--- src/rtl/user_analog_wb_sar_ctrl_pkg.sv ---
// Shared register map, CTRL bit positions and SAR sequencer state encoding
// for the user-analog Wishbone SAR controller.
package user_analog_pkg;

  // word index taken from adr[4:2]
  localparam logic [2:0] ADR_CTRL   = 3'd0;
  localparam logic [2:0] ADR_OUT    = 3'd1;
  localparam logic [2:0] ADR_OEB    = 3'd2;
  localparam logic [2:0] ADR_IN     = 3'd3;
  localparam logic [2:0] ADR_RESULT = 3'd4;

  localparam int CTRL_START  = 0;
  localparam int CTRL_BUSY   = 1;
  localparam int CTRL_DONE   = 2;
  localparam int CTRL_SAR_EN = 3;
  localparam int CTRL_IE     = 4;
  localparam int CTRL_SETTLE = 8;

  typedef enum logic [1:0] {
    SAR_IDLE    = 2'd0,
    SAR_SETTLE  = 2'd1,
    SAR_COMPARE = 2'd2,
    SAR_DONE    = 2'd3
  } sar_state_t;

  function automatic logic [31:0] sel_mask(input logic [3:0] sel);
    return {{8{sel[3]}}, {8{sel[2]}}, {8{sel[1]}}, {8{sel[0]}}};
  endfunction

endpackage

--- src/rtl/user_analog_wb_sar_ctrl_if.sv ---
// Wishbone slave bus bundle for the user-analog SAR controller.
interface user_analog_wb_sar_ctrl_if;
  logic        wbs_stb_i;
  logic        wbs_cyc_i;
  logic        wbs_we_i;
  logic [3:0]  wbs_sel_i;
  logic [31:0] wbs_dat_i;
  logic [31:0] wbs_adr_i;
  logic        wbs_ack_o;
  logic [31:0] wbs_dat_o;

  modport master (
    output wbs_stb_i, wbs_cyc_i, wbs_we_i, wbs_sel_i, wbs_dat_i, wbs_adr_i,
    input  wbs_ack_o, wbs_dat_o
  );

  modport slave (
    input  wbs_stb_i, wbs_cyc_i, wbs_we_i, wbs_sel_i, wbs_dat_i, wbs_adr_i,
    output wbs_ack_o, wbs_dat_o
  );
endinterface

--- src/rtl/user_analog_wb_sar_ctrl_sar_seq.sv ---
// SAR conversion sequencer: settle counter, trial bit walk MSB->LSB and code
// register; dac_code is held after DONE until the next start.
module user_analog_sar_seq
  import user_analog_pkg::*;
#(
  parameter int SAR_BITS = 8
) (
  input  logic                clk,
  input  logic                rst_n,
  input  logic                start,
  input  logic [7:0]          settle,
  input  logic                cmp,
  output logic                busy,
  output logic                done_pulse,
  output logic [SAR_BITS-1:0] code
);

  sar_state_t          state_q, state_d;
  logic [7:0]          cnt_q, cnt_d, settle_eff;
  logic [SAR_BITS-1:0] code_q, code_d, trial_q, trial_d;

  assign settle_eff = (settle == 8'd0) ? 8'd1 : settle;

  always_ff @(posedge clk or negedge rst_n) begin
    if (!rst_n) begin
      state_q <= SAR_IDLE;
      cnt_q   <= '0;
      code_q  <= '0;
      trial_q <= '0;
    end else begin
      state_q <= state_d;
      cnt_q   <= cnt_d;
      code_q  <= code_d;
      trial_q <= trial_d;
    end
  end

  always_comb begin
    state_d = state_q;
    cnt_d   = cnt_q;
    code_d  = code_q;
    trial_d = trial_q;
    case (state_q)
      SAR_IDLE: begin
        if (start) begin
          trial_d = '0;
          trial_d[SAR_BITS-1] = 1'b1;
          code_d  = trial_d;
          cnt_d   = settle_eff;
          state_d = SAR_SETTLE;
        end
      end
      SAR_SETTLE: begin
        if (cnt_q <= 8'd1) state_d = SAR_COMPARE;
        else               cnt_d   = cnt_q - 8'd1;
      end
      SAR_COMPARE: begin
        // comparator low means Vin < Vdac: the trial bit was too large
        if (!cmp) code_d = code_q & ~trial_q;
        if (trial_q[0]) begin
          state_d = SAR_DONE;
        end else begin
          trial_d = trial_q >> 1;
          code_d  = code_d | trial_d;
          cnt_d   = settle_eff;
          state_d = SAR_SETTLE;
        end
      end
      SAR_DONE: state_d = SAR_IDLE;
      default:  state_d = SAR_IDLE;
    endcase
  end

  assign busy       = (state_q != SAR_IDLE);
  assign done_pulse = (state_q == SAR_DONE);
  assign code       = code_q;

endmodule

--- src/rtl/user_analog_wb_sar_ctrl.sv ---
// Wishbone slave owning the analog wrapper GPIO bus, with a SAR sequencer that
// drives a DAC code on io_out and samples an off-core comparator on io_in.
module user_analog_wb_sar_ctrl
  import user_analog_pkg::*;
#(
  parameter int          NGPIO    = 27,
  parameter int          SAR_BITS = 8,
  parameter int          DAC_LSB  = 0,
  parameter int          CMP_IDX  = 13,
  parameter logic [31:0] BASE_ADR = 32'h3000_0000
) (
  input  logic                      wb_clk_i,
  input  logic                      wb_rstn_i,
  user_analog_wb_sar_ctrl_if.slave  wb,
  input  logic [NGPIO-1:0]          io_in,
  output logic [NGPIO-1:0]          io_out,
  output logic [NGPIO-1:0]          io_oeb,
  output logic                      irq_o
);

  logic                win, hit, wr, wr_ctrl, ctrl_b0, ctrl_b1;
  logic [2:0]          reg_sel;
  logic [31:0]         wmask, rdata;
  logic                sar_en_new, start;
  logic [7:0]          settle_new;

  logic                done_q, sar_en_q, ie_q;
  logic [7:0]          settle_q;
  logic [NGPIO-1:0]    out_q, oeb_q, sync0_q, sync1_q, io_out_c;
  logic [SAR_BITS-1:0] result_q, code;
  logic                busy, done_pulse;

  assign win     = (wb.wbs_adr_i[31:8] == BASE_ADR[31:8]);
  assign hit     = wb.wbs_cyc_i & wb.wbs_stb_i & win & ~wb.wbs_ack_o;
  assign wr      = hit & wb.wbs_we_i;
  assign reg_sel = wb.wbs_adr_i[4:2];
  assign wmask   = sel_mask(wb.wbs_sel_i);
  assign wr_ctrl = wr && (reg_sel == ADR_CTRL);
  assign ctrl_b0 = wr_ctrl & wb.wbs_sel_i[0];
  assign ctrl_b1 = wr_ctrl & wb.wbs_sel_i[1];

  // a single write may both configure and start, so the sequencer sees the new values
  assign sar_en_new = ctrl_b0 ? wb.wbs_dat_i[CTRL_SAR_EN] : sar_en_q;
  assign settle_new = ctrl_b1 ? wb.wbs_dat_i[CTRL_SETTLE+:8] : settle_q;
  assign start      = ctrl_b0 & wb.wbs_dat_i[CTRL_START] & sar_en_new;

  user_analog_sar_seq #(.SAR_BITS(SAR_BITS)) u_seq (
    .clk        (wb_clk_i),
    .rst_n      (wb_rstn_i),
    .start      (start),
    .settle     (settle_new),
    .cmp        (sync1_q[CMP_IDX]),
    .busy       (busy),
    .done_pulse (done_pulse),
    .code       (code)
  );

  always_ff @(posedge wb_clk_i or negedge wb_rstn_i) begin
    if (!wb_rstn_i) begin
      sync0_q <= '0;
      sync1_q <= '0;
    end else begin
      sync0_q <= io_in;
      sync1_q <= sync0_q;
    end
  end

  always_ff @(posedge wb_clk_i or negedge wb_rstn_i) begin
    if (!wb_rstn_i) begin
      done_q   <= 1'b0;
      sar_en_q <= 1'b0;
      ie_q     <= 1'b0;
      settle_q <= '0;
      out_q    <= '0;
      oeb_q    <= '1;
      result_q <= '0;
    end else begin
      sar_en_q <= sar_en_new;
      settle_q <= settle_new;
      if (ctrl_b0) ie_q <= wb.wbs_dat_i[CTRL_IE];
      // a DONE set on the same edge as a W1C takes precedence
      if (done_pulse)                              done_q <= 1'b1;
      else if (ctrl_b0 && wb.wbs_dat_i[CTRL_DONE]) done_q <= 1'b0;
      if (done_pulse) result_q <= code;
      if (wr && reg_sel == ADR_OUT)
        out_q <= (out_q & ~wmask[NGPIO-1:0]) | (wb.wbs_dat_i[NGPIO-1:0] & wmask[NGPIO-1:0]);
      if (wr && reg_sel == ADR_OEB)
        oeb_q <= (oeb_q & ~wmask[NGPIO-1:0]) | (wb.wbs_dat_i[NGPIO-1:0] & wmask[NGPIO-1:0]);
    end
  end

  always_comb begin
    rdata = '0;
    case (reg_sel)
      ADR_CTRL: begin
        rdata[CTRL_BUSY]       = busy;
        rdata[CTRL_DONE]       = done_q;
        rdata[CTRL_SAR_EN]     = sar_en_q;
        rdata[CTRL_IE]         = ie_q;
        rdata[CTRL_SETTLE+:8]  = settle_q;
      end
      ADR_OUT:    rdata[NGPIO-1:0]    = out_q;
      ADR_OEB:    rdata[NGPIO-1:0]    = oeb_q;
      ADR_IN:     rdata[NGPIO-1:0]    = sync1_q;
      ADR_RESULT: rdata[SAR_BITS-1:0] = result_q;
      default:    rdata = '0;
    endcase
  end

  always_ff @(posedge wb_clk_i or negedge wb_rstn_i) begin
    if (!wb_rstn_i) begin
      wb.wbs_ack_o <= 1'b0;
      wb.wbs_dat_o <= '0;
    end else begin
      wb.wbs_ack_o <= hit;
      wb.wbs_dat_o <= hit ? rdata : '0;
    end
  end

  always_comb begin
    io_out_c = out_q;
    if (sar_en_q) io_out_c[DAC_LSB+:SAR_BITS] = code;
  end

  assign io_out = io_out_c;
  assign io_oeb = oeb_q;
  assign irq_o  = done_q & ie_q;

  logic unused_bits;
  assign unused_bits = &{1'b0, wb.wbs_adr_i[7:5], wb.wbs_adr_i[1:0], wmask, wb.wbs_dat_i};

endmodule

--- src/flat_wrapper.sv ---
// flat-port wrapper written by rule: the top's interface ports become plain ports
module user_analog_wb_sar_ctrl_flat import user_analog_pkg::*;
#(
  parameter int          NGPIO    = 27,
  parameter int          SAR_BITS = 8,
  parameter int          DAC_LSB  = 0,
  parameter int          CMP_IDX  = 13,
  parameter logic [31:0] BASE_ADR = 32'h3000_0000
)
  (wb_clk_i, wb_rstn_i, io_in, io_out, io_oeb, irq_o, wb_wbs_stb_i, wb_wbs_cyc_i, wb_wbs_we_i, wb_wbs_sel_i, wb_wbs_dat_i, wb_wbs_adr_i, wb_wbs_ack_o, wb_wbs_dat_o);
  user_analog_wb_sar_ctrl_if wb_i ();
  input  logic wb_clk_i;
  input  logic wb_rstn_i;
  input  logic [NGPIO-1:0] io_in;
  output logic [NGPIO-1:0] io_out;
  output logic [NGPIO-1:0] io_oeb;
  output logic irq_o;
  input wire logic [$bits(wb_i.wbs_stb_i)-1:0] wb_wbs_stb_i;
  input wire logic [$bits(wb_i.wbs_cyc_i)-1:0] wb_wbs_cyc_i;
  input wire logic [$bits(wb_i.wbs_we_i)-1:0] wb_wbs_we_i;
  input wire logic [$bits(wb_i.wbs_sel_i)-1:0] wb_wbs_sel_i;
  input wire logic [$bits(wb_i.wbs_dat_i)-1:0] wb_wbs_dat_i;
  input wire logic [$bits(wb_i.wbs_adr_i)-1:0] wb_wbs_adr_i;
  output wire logic [$bits(wb_i.wbs_ack_o)-1:0] wb_wbs_ack_o;
  output wire logic [$bits(wb_i.wbs_dat_o)-1:0] wb_wbs_dat_o;
  assign wb_i.wbs_stb_i = wb_wbs_stb_i;
  assign wb_i.wbs_cyc_i = wb_wbs_cyc_i;
  assign wb_i.wbs_we_i = wb_wbs_we_i;
  assign wb_i.wbs_sel_i = wb_wbs_sel_i;
  assign wb_i.wbs_dat_i = wb_wbs_dat_i;
  assign wb_i.wbs_adr_i = wb_wbs_adr_i;
  assign wb_wbs_ack_o = wb_i.wbs_ack_o;
  assign wb_wbs_dat_o = wb_i.wbs_dat_o;
  user_analog_wb_sar_ctrl #(.NGPIO(NGPIO), .SAR_BITS(SAR_BITS), .DAC_LSB(DAC_LSB), .CMP_IDX(CMP_IDX), .BASE_ADR(BASE_ADR)) u_core (.wb_clk_i(wb_clk_i), .wb_rstn_i(wb_rstn_i), .wb(wb_i), .io_in(io_in), .io_out(io_out), .io_oeb(io_oeb), .irq_o(irq_o));
endmodule
--- config.mk ---
export PLATFORM = sky130hd
export DESIGN_NAME = user_analog_wb_sar_ctrl_flat
export DESIGN_NICKNAME = d
export VERILOG_FILES = /design/src/rtl/user_analog_wb_sar_ctrl_pkg.sv /design/src/rtl/user_analog_wb_sar_ctrl_if.sv /design/src/rtl/user_analog_wb_sar_ctrl_sar_seq.sv /design/src/rtl/user_analog_wb_sar_ctrl.sv /design/src/flat_wrapper.sv
export SDC_FILE = /design/constraint.sdc
export NUM_CORES = 1
export LEC_CHECK = 0
export CAP_MARGIN = 20
export CORE_MARGIN = 1.5
export CORE_UTILIZATION = 35
export DETAILED_ROUTE_END_ITERATION = 12
export PLACE_DENSITY_LB_ADDON = 0.3
export SYNTH_ARGS = -nofsm -noshare
export SYNTH_HDL_FRONTEND = slang
export SYNTH_HIERARCHICAL = 1
export SYNTH_SLANG_ARGS = --single-unit
--- constraint.sdc ---
create_clock -name wb_clk_i -period 2.7 [get_ports wb_clk_i]
set_clock_uncertainty 0.15 [all_clocks]
set_input_delay 0.54 -clock wb_clk_i [delete_from_list [all_inputs] [get_ports wb_clk_i]]
set_output_delay 0.54 -clock wb_clk_i [all_outputs]
set_load 0.05 [all_outputs]
==> flow_metrics.tcl, run 1 <==
set metrics [dict create \
    outcome "complete, but fails checks" \
    violations "setup timing" \
    synth.distinct_cells 56 \
    overflow 0 \
    tritoncts "done" \
    cp-end-kind "flop" \
    worstMarginPinSlew_ns 0.773 \
    p_leak_nw 4.68 \
    rrSetupSlack_ns -0.11 \
    layout_common_cells "dfrtp_1, clkdlybuf4s50_1, mux2_2" \
    netlist_area_sq_um 7640 \
    areaGrowthSynthToFinish_pct 39.0 \
    cts.clk_slew.worst_paths_ns 0.07 \
    crit_family "simple AND/OR/NAND/NOR gates" \
    reg2reg_to "u_core/u_seq/cnt_q[0]$_DFFE_PN0P_" \
    wl_um 20900 \
    viasPerCell 5.25 \
    num_antenna_cells 0 \
    path_class "in2reg" \
    dp_cells 1025 \
    cp-startpoint "wb_wbs_adr_i[23]" \
    ys_seq_elements 181 \
    grt_pass1_vias 5825 \
    start_kind "primary input" \
    cp.arrival_ns 3.04 \
    power_density_nw_per_um2 523 \
    finalSetupViolCount 1 \
    cts-root-buf "clkbuf_16" \
    hp-class "reg2reg" \
    drt_iter0_drc 490 \
    gp_congestion 0.804 \
    io_pins 188 \
    cts_buffers 17 \
    hold_violations 0 \
    totalNegativeSetupSlack_ns -0.148 \
    holdPathEnd "u_core/sync1_q[2]$_DFF_PN0_" \
    cp_slowest_cell "or4_4" \
    fin_cells 1063 \
    drv_cap 0 \
    synthFlopType "dfrtp_1" \
    clock-sinks 181 \
    clockBufferDepth 2 \
    start_util_pct 36.0 \
    drcViolationCount 0 \
    avgSynthCellArea_sq_um 13.2 \
    fin_crit_ns 2.85 \
    r2r_cells 11 \
    ir_worst_vdd_v 0.000380 \
    dieArea_sq_um 22700 \
    vias 5585 \
    port_buffers 172 \
    dp_hpwl_um 14800 \
    hold-path-cell-count 0 \
    cp_num_buf_inv 3 \
    synth_edf_count 0 \
    core_area_sq_um 21200 \
    pre_cts_slack_ns -0.951 \
    critical_path_peak_fanout 6 \
    layout_setup_ws_ns -0.148 \
    antenna_found_initial 0 \
    ant_nets 0 \
    track_usage_pct 18.9 \
    die_h_um 151 \
    finalCritPeriodShare_pct 105 \
    seq_area_frac_synth_pct 59.7 \
    final_common_cell "dfrtp_1" \
    fin_util_pct 50.0 \
    dr.pass1.iters 5 \
    path_cells "dlygate4sd2_1 -> nor4_2 -> nand4_1 -> buf_4 -> nor4_4 -> buf_6 -> mux2_4 -> or4_4 -> nor4_4 -> nor4_2 -> a211oi_1" \
    die_x_um 151 \
    hold_slack_ns 0.199 \
    relSlewSlack_pct 48.0 \
    synthCells 579 \
    num_rows 53 \
    rsz0062_at_grt "yes" \
    nNetsFinal 877 \
    clock_latency_ns 0.43 \
    cts-htree-levels 4 \
    drive_gt1_share_pct 31.5 \
    critical-path-max-stage-delay_ns 0.55 \
    yosysWarningCount 6 \
    slew_viol_final 0 \
    wl_per_cell_um 19.6 \
    grt_pass1_wl_um 32300 \
    r2r-start "u_core/wb.wbs_ack_o$_DFF_PN0_" \
    synthArstFlopShare_pct 100 \
    fmax_mhz 351 \
    crit_required_ns 2.89 \
    grt_max_degree 61 \
    worstHoldStart "u_core/sync0_q[2]$_DFF_PN0_" \
]
==> worst max-delay path by stage <==
| stage | endpoint | slack [ns] | cells after the start |
|---|---|---|---|
| 2_1_floorplan | u_core/u_seq/cnt_q[0]$_DFFE_PN0P_ | -0.35 | 9 |
| 3_3_place_gp | u_core/u_seq/cnt_q[0]$_DFFE_PN0P_ | -0.96 | 11 |
| 3_5_place_dp | u_core/u_seq/cnt_q[0]$_DFFE_PN0P_ | -0.95 | 11 |
| 4_1_cts | u_core/u_seq/cnt_q[0]$_DFFE_PN0P_ | -0.28 | 11 |
| 5_1_grt | u_core/u_seq/cnt_q[0]$_DFFE_PN0P_ | -0.25 | 11 |
| 6_report | u_core/u_seq/cnt_q[0]$_DFFE_PN0P_ | -0.15 | 11 |
==> Yosys cell counts, types with 7 or more instances <==
master	number	share of area [%]
a221oi_1	8	0.92
nor2b_1	8	0.66
nor3_1	15	0.98
a22oi_1	21	2.1
nor4_1	13	1.1
a22o_1	7	0.80
nor2_1	16	0.79
mux2i_1	11	1.4
dfstp_2	27	9.3
nand2_1	22	1.1
dfrtp_1	154	50
and3_1	8	0.66
inv_1	9	0.44
buf_4	27	2.7
mux2_2	92	14
o21ai_0	25	1.6
nand3_1	9	0.59
a21oi_1	14	0.92
clkbuf_1	19	0.93
nor4_4	7	1.9
==> area by class of cell <==
class                           instances  area, sq um
Inverter                                9         33.8
Tap cell                              275          344
Fill cell                            1854        10600
Clock buffer                           18          439
Sequential cell                       181         4560
Multi-Input combinational cell        339         2900
Timing Repair Buffer                  227         2190
Clock inverter                         14          149
==> layer usage <==
metal	global-route usage (%)	up-vias	part of all wire [%]
met5	0	-	0
met4	6.21	0	1.5
met3	4.00	20	6.8
met2	31.6	215	49
met1	24.3	2847	43
li1	-	2503	-
==> stage by stage <==
stage                     total power, mW  area, sq um
after detailed placement             3.17         9890
after CTS                            5.63        10600
after global routing                 5.78        10600
after floorplan                      2.92         7720
after global placement               3.17         9890
final                                5.55        10600
==> logic make-up after synthesis <==
family                   count (synthesis)  share of synthesized area, %
flip-flops                             181                          59.7
adder cells (fa/ha/maj)                  2                         0.327
AND/OR/NAND/NOR                        120                          9.83
AO/OA/AOI/OAI                          106                          9.89
other                                    1                        0.0491
multiplexers                           106                          15.6
buffers and inverters                   63                          4.60
==> power by group <==
part,internal [mW],switching (mW),total (mW)
Clock,1.32,1.12,2.44
Combinational,0.158,0.186,0.344
Sequential,2.75,0.0130,2.77
==> repair_timing <==
action,4_1_cts,5_1_grt
resized for setup,74,11
pin swaps,22,11
setup buffers,3,3
endpoints found under the hold margin,47,0
setup endpoints to repair,84,72
hold buffers,1,0
No activity file was read; power rests on OpenSTA's default activity.
==> run 2, diff against run 1 <==
--- a/config.mk
+++ b/config.mk
@@ -6,7 +6,6 @@
 export NUM_CORES = 1
 export LEC_CHECK = 0
 export CAP_MARGIN = 20
-export CORE_MARGIN = 1.5
 export CORE_UTILIZATION = 35
 export DETAILED_ROUTE_END_ITERATION = 12
 export PLACE_DENSITY_LB_ADDON = 0.3
==> flow_metrics.tcl, run 2 (synthesis gave the netlist of run 1 again) <==
set metrics [dict create \
    num_antenna_cells 0 \
    route.met2.wl_um 10300 \
    tritoncts "done" \
    track_usage_pct 18.9 \
    grt_pass1_wl_um 32000 \
    finalPower_mw 5.81 \
    num_rows 53 \
    viasPerCell 5.28 \
    drcViolationCount 0 \
    start_kind "primary input" \
    wl_per_cell_um 19.8 \
    dp_hpwl_um 14700 \
    grt_max_degree 57 \
    antenna_found_initial 0 \
    slew_viol_final 0 \
    power.internal_mw 4.55 \
    start_util_pct 36.0 \
    power.share.clock_pct 46.5 \
    violations "setup timing" \
    critical_path_peak_fanout 6 \
    final_common_cell "dfrtp_1" \
    crit_required_ns 2.89 \
    cts-root-buf "clkbuf_16" \
    met3WireLength_um 1120 \
    path_class "in2reg" \
    hp-class "reg2reg" \
    io_pins 188 \
    fin_util_pct 49.9 \
    switching_share_pct 21.6 \
    m1WireLength_um 9150 \
    port_buffers 172 \
    overflow 0 \
    dieArea_sq_um 22400 \
    ant_nets 0 \
    pwr-share-comb_pct 5.9 \
    dr.pass1.iters 5 \
    finalSetupViolCount 1 \
    cts_buffers 17 \
    cp.arrival_ns 3.05 \
    pwr-share-seq_pct 47.6 \
    nNetsFinal 875 \
    maxUsedRoutingLayer "met4" \
    p_sw_mw 1.26 \
    die_x_um 150 \
    rsz0062_at_grt "yes" \
    cp-end-kind "flop" \
    areaGrowthSynthToFinish_pct 38.7 \
    vias 5593 \
    fmax_mhz 350 \
    layout_common_cells "dfrtp_1, clkdlybuf4s50_1, mux2_2" \
    drt_iter0_drc 448 \
    outcome "complete, but fails checks" \
    p_leak_nw 4.66 \
    multi_input_area_sq_um 2880 \
    power_density_nw_per_um2 548 \
    clock-sinks 181 \
    clock_latency_ns 0.43 \
    relSlewSlack_pct 48.1 \
    pre_cts_slack_ns -1.01 \
    worstMarginPinSlew_ns 0.772 \
    grt_pass1_vias 5799 \
    regArea_sq_um 4560 \
    ir_worst_vdd_v 0.000307 \
    drive_gt1_share_pct 31.5 \
    cts-htree-levels 4 \
    layout_setup_ws_ns -0.156 \
    die_h_um 150 \
    core_area_sq_um 21200 \
    gp_congestion 0.810 \
    clockBufferDepth 2 \
    fillers 1846 \
    cts.clk_slew.worst_paths_ns 0.06 \
    drv_cap 0 \
    fin_crit_ns 2.86 \
    finalCritPeriodShare_pct 106 \
    hold_violations 0 \
    wl_um 21000 \
]
==> run 2: power by group through the flow <==
stage	registers, mW	logic (mW)	clock network, mW
2_1_floorplan	2.81	0.108	0
3_3_place_gp	2.82	0.348	0
3_5_place_dp	2.82	0.353	0
4_1_cts	2.77	0.347	2.76
5_1_grt	2.77	0.371	2.87
6_report	2.77	0.343	2.70
==> run 2: cell type report <==
class | count | share of cell area [%]
Timing Repair Buffer | 225 | 20.2
Multi-Input combinational cell | 339 | 27.1
Tap cell | 275 | 3.25
Inverter | 9 | 0.319
Sequential cell | 181 | 43.1
Clock inverter | 12 | 1.92
Clock buffer | 19 | 4.09
==> run 2: per-layer routing <==
| metal | vias to the layer above | global-route usage (%) |
|---|---|---|
| met3 | 26 | 3.93 |
| met5 | - | 0 |
| met4 | 0 | 6.31 |
| met1 | 2880 | 24.9 |
| met2 | 199 | 30.8 |
| li1 | 2488 | - |
==> run 2: worst paths after layout <==
kind                            cells past startpoint                     startpoint                                end  slack [ns]
worst max-delay path                               11                   wb_wbs_cyc_i  u_core/u_seq/cnt_q[0]$_DFFE_PN0P_       -0.16
worst max register to register                     10  u_core/wb.wbs_ack_o$_DFF_PN0_  u_core/u_seq/cnt_q[0]$_DFFE_PN0P_       -0.07
worst min-delay path                                0   u_core/sync0_q[22]$_DFF_PN0_       u_core/sync1_q[22]$_DFF_PN0_        0.19
worst min register to register                      0   u_core/sync0_q[22]$_DFF_PN0_       u_core/sync1_q[22]$_DFF_PN0_        0.19
min in group asynchronous                           2                      wb_rstn_i       u_core/sync0_q[17]$_DFF_PN0_        0.50
max in group asynchronous                           3                      wb_rstn_i                          async pin        1.15
==> run 2: timing repair <==
action / 4_1_cts / 5_1_grt
hold endpoints to repair: 41 / 0
pin swaps: 14 / 13
buffers inserted: 4 / 3
hold buffers: 1 / 0
setup endpoints to repair: 41 / 18
resized for setup: 74 / 23
==> run 2: through the flow <==
step           setup TNS (ns)  cells  hold slack, ns  cell area, sq um
2_1_floorplan          -0.709    583          0.0944              7720
3_3_place_gp           -44.68   1021           0.183              9860
3_5_place_dp           -48.83   1021           0.185              9860
4_1_cts                -0.191   1057           0.199             10500
5_1_grt                -0.419   1060           0.201             10600
6_report               -0.156   1060           0.190             10600
==> run 2: critical path, cell delays in order <==
cell and delay (ns):
dlygate4sd2_1 0.21, nor4bb_4 0.31, nand4_1 0.14, buf_6 0.16
nor4_4 0.27, buf_6 0.17, mux2_4 0.31, or4_4 0.54
nor4_4 0.17, nor4_2 0.08, a211oi_2 0.15
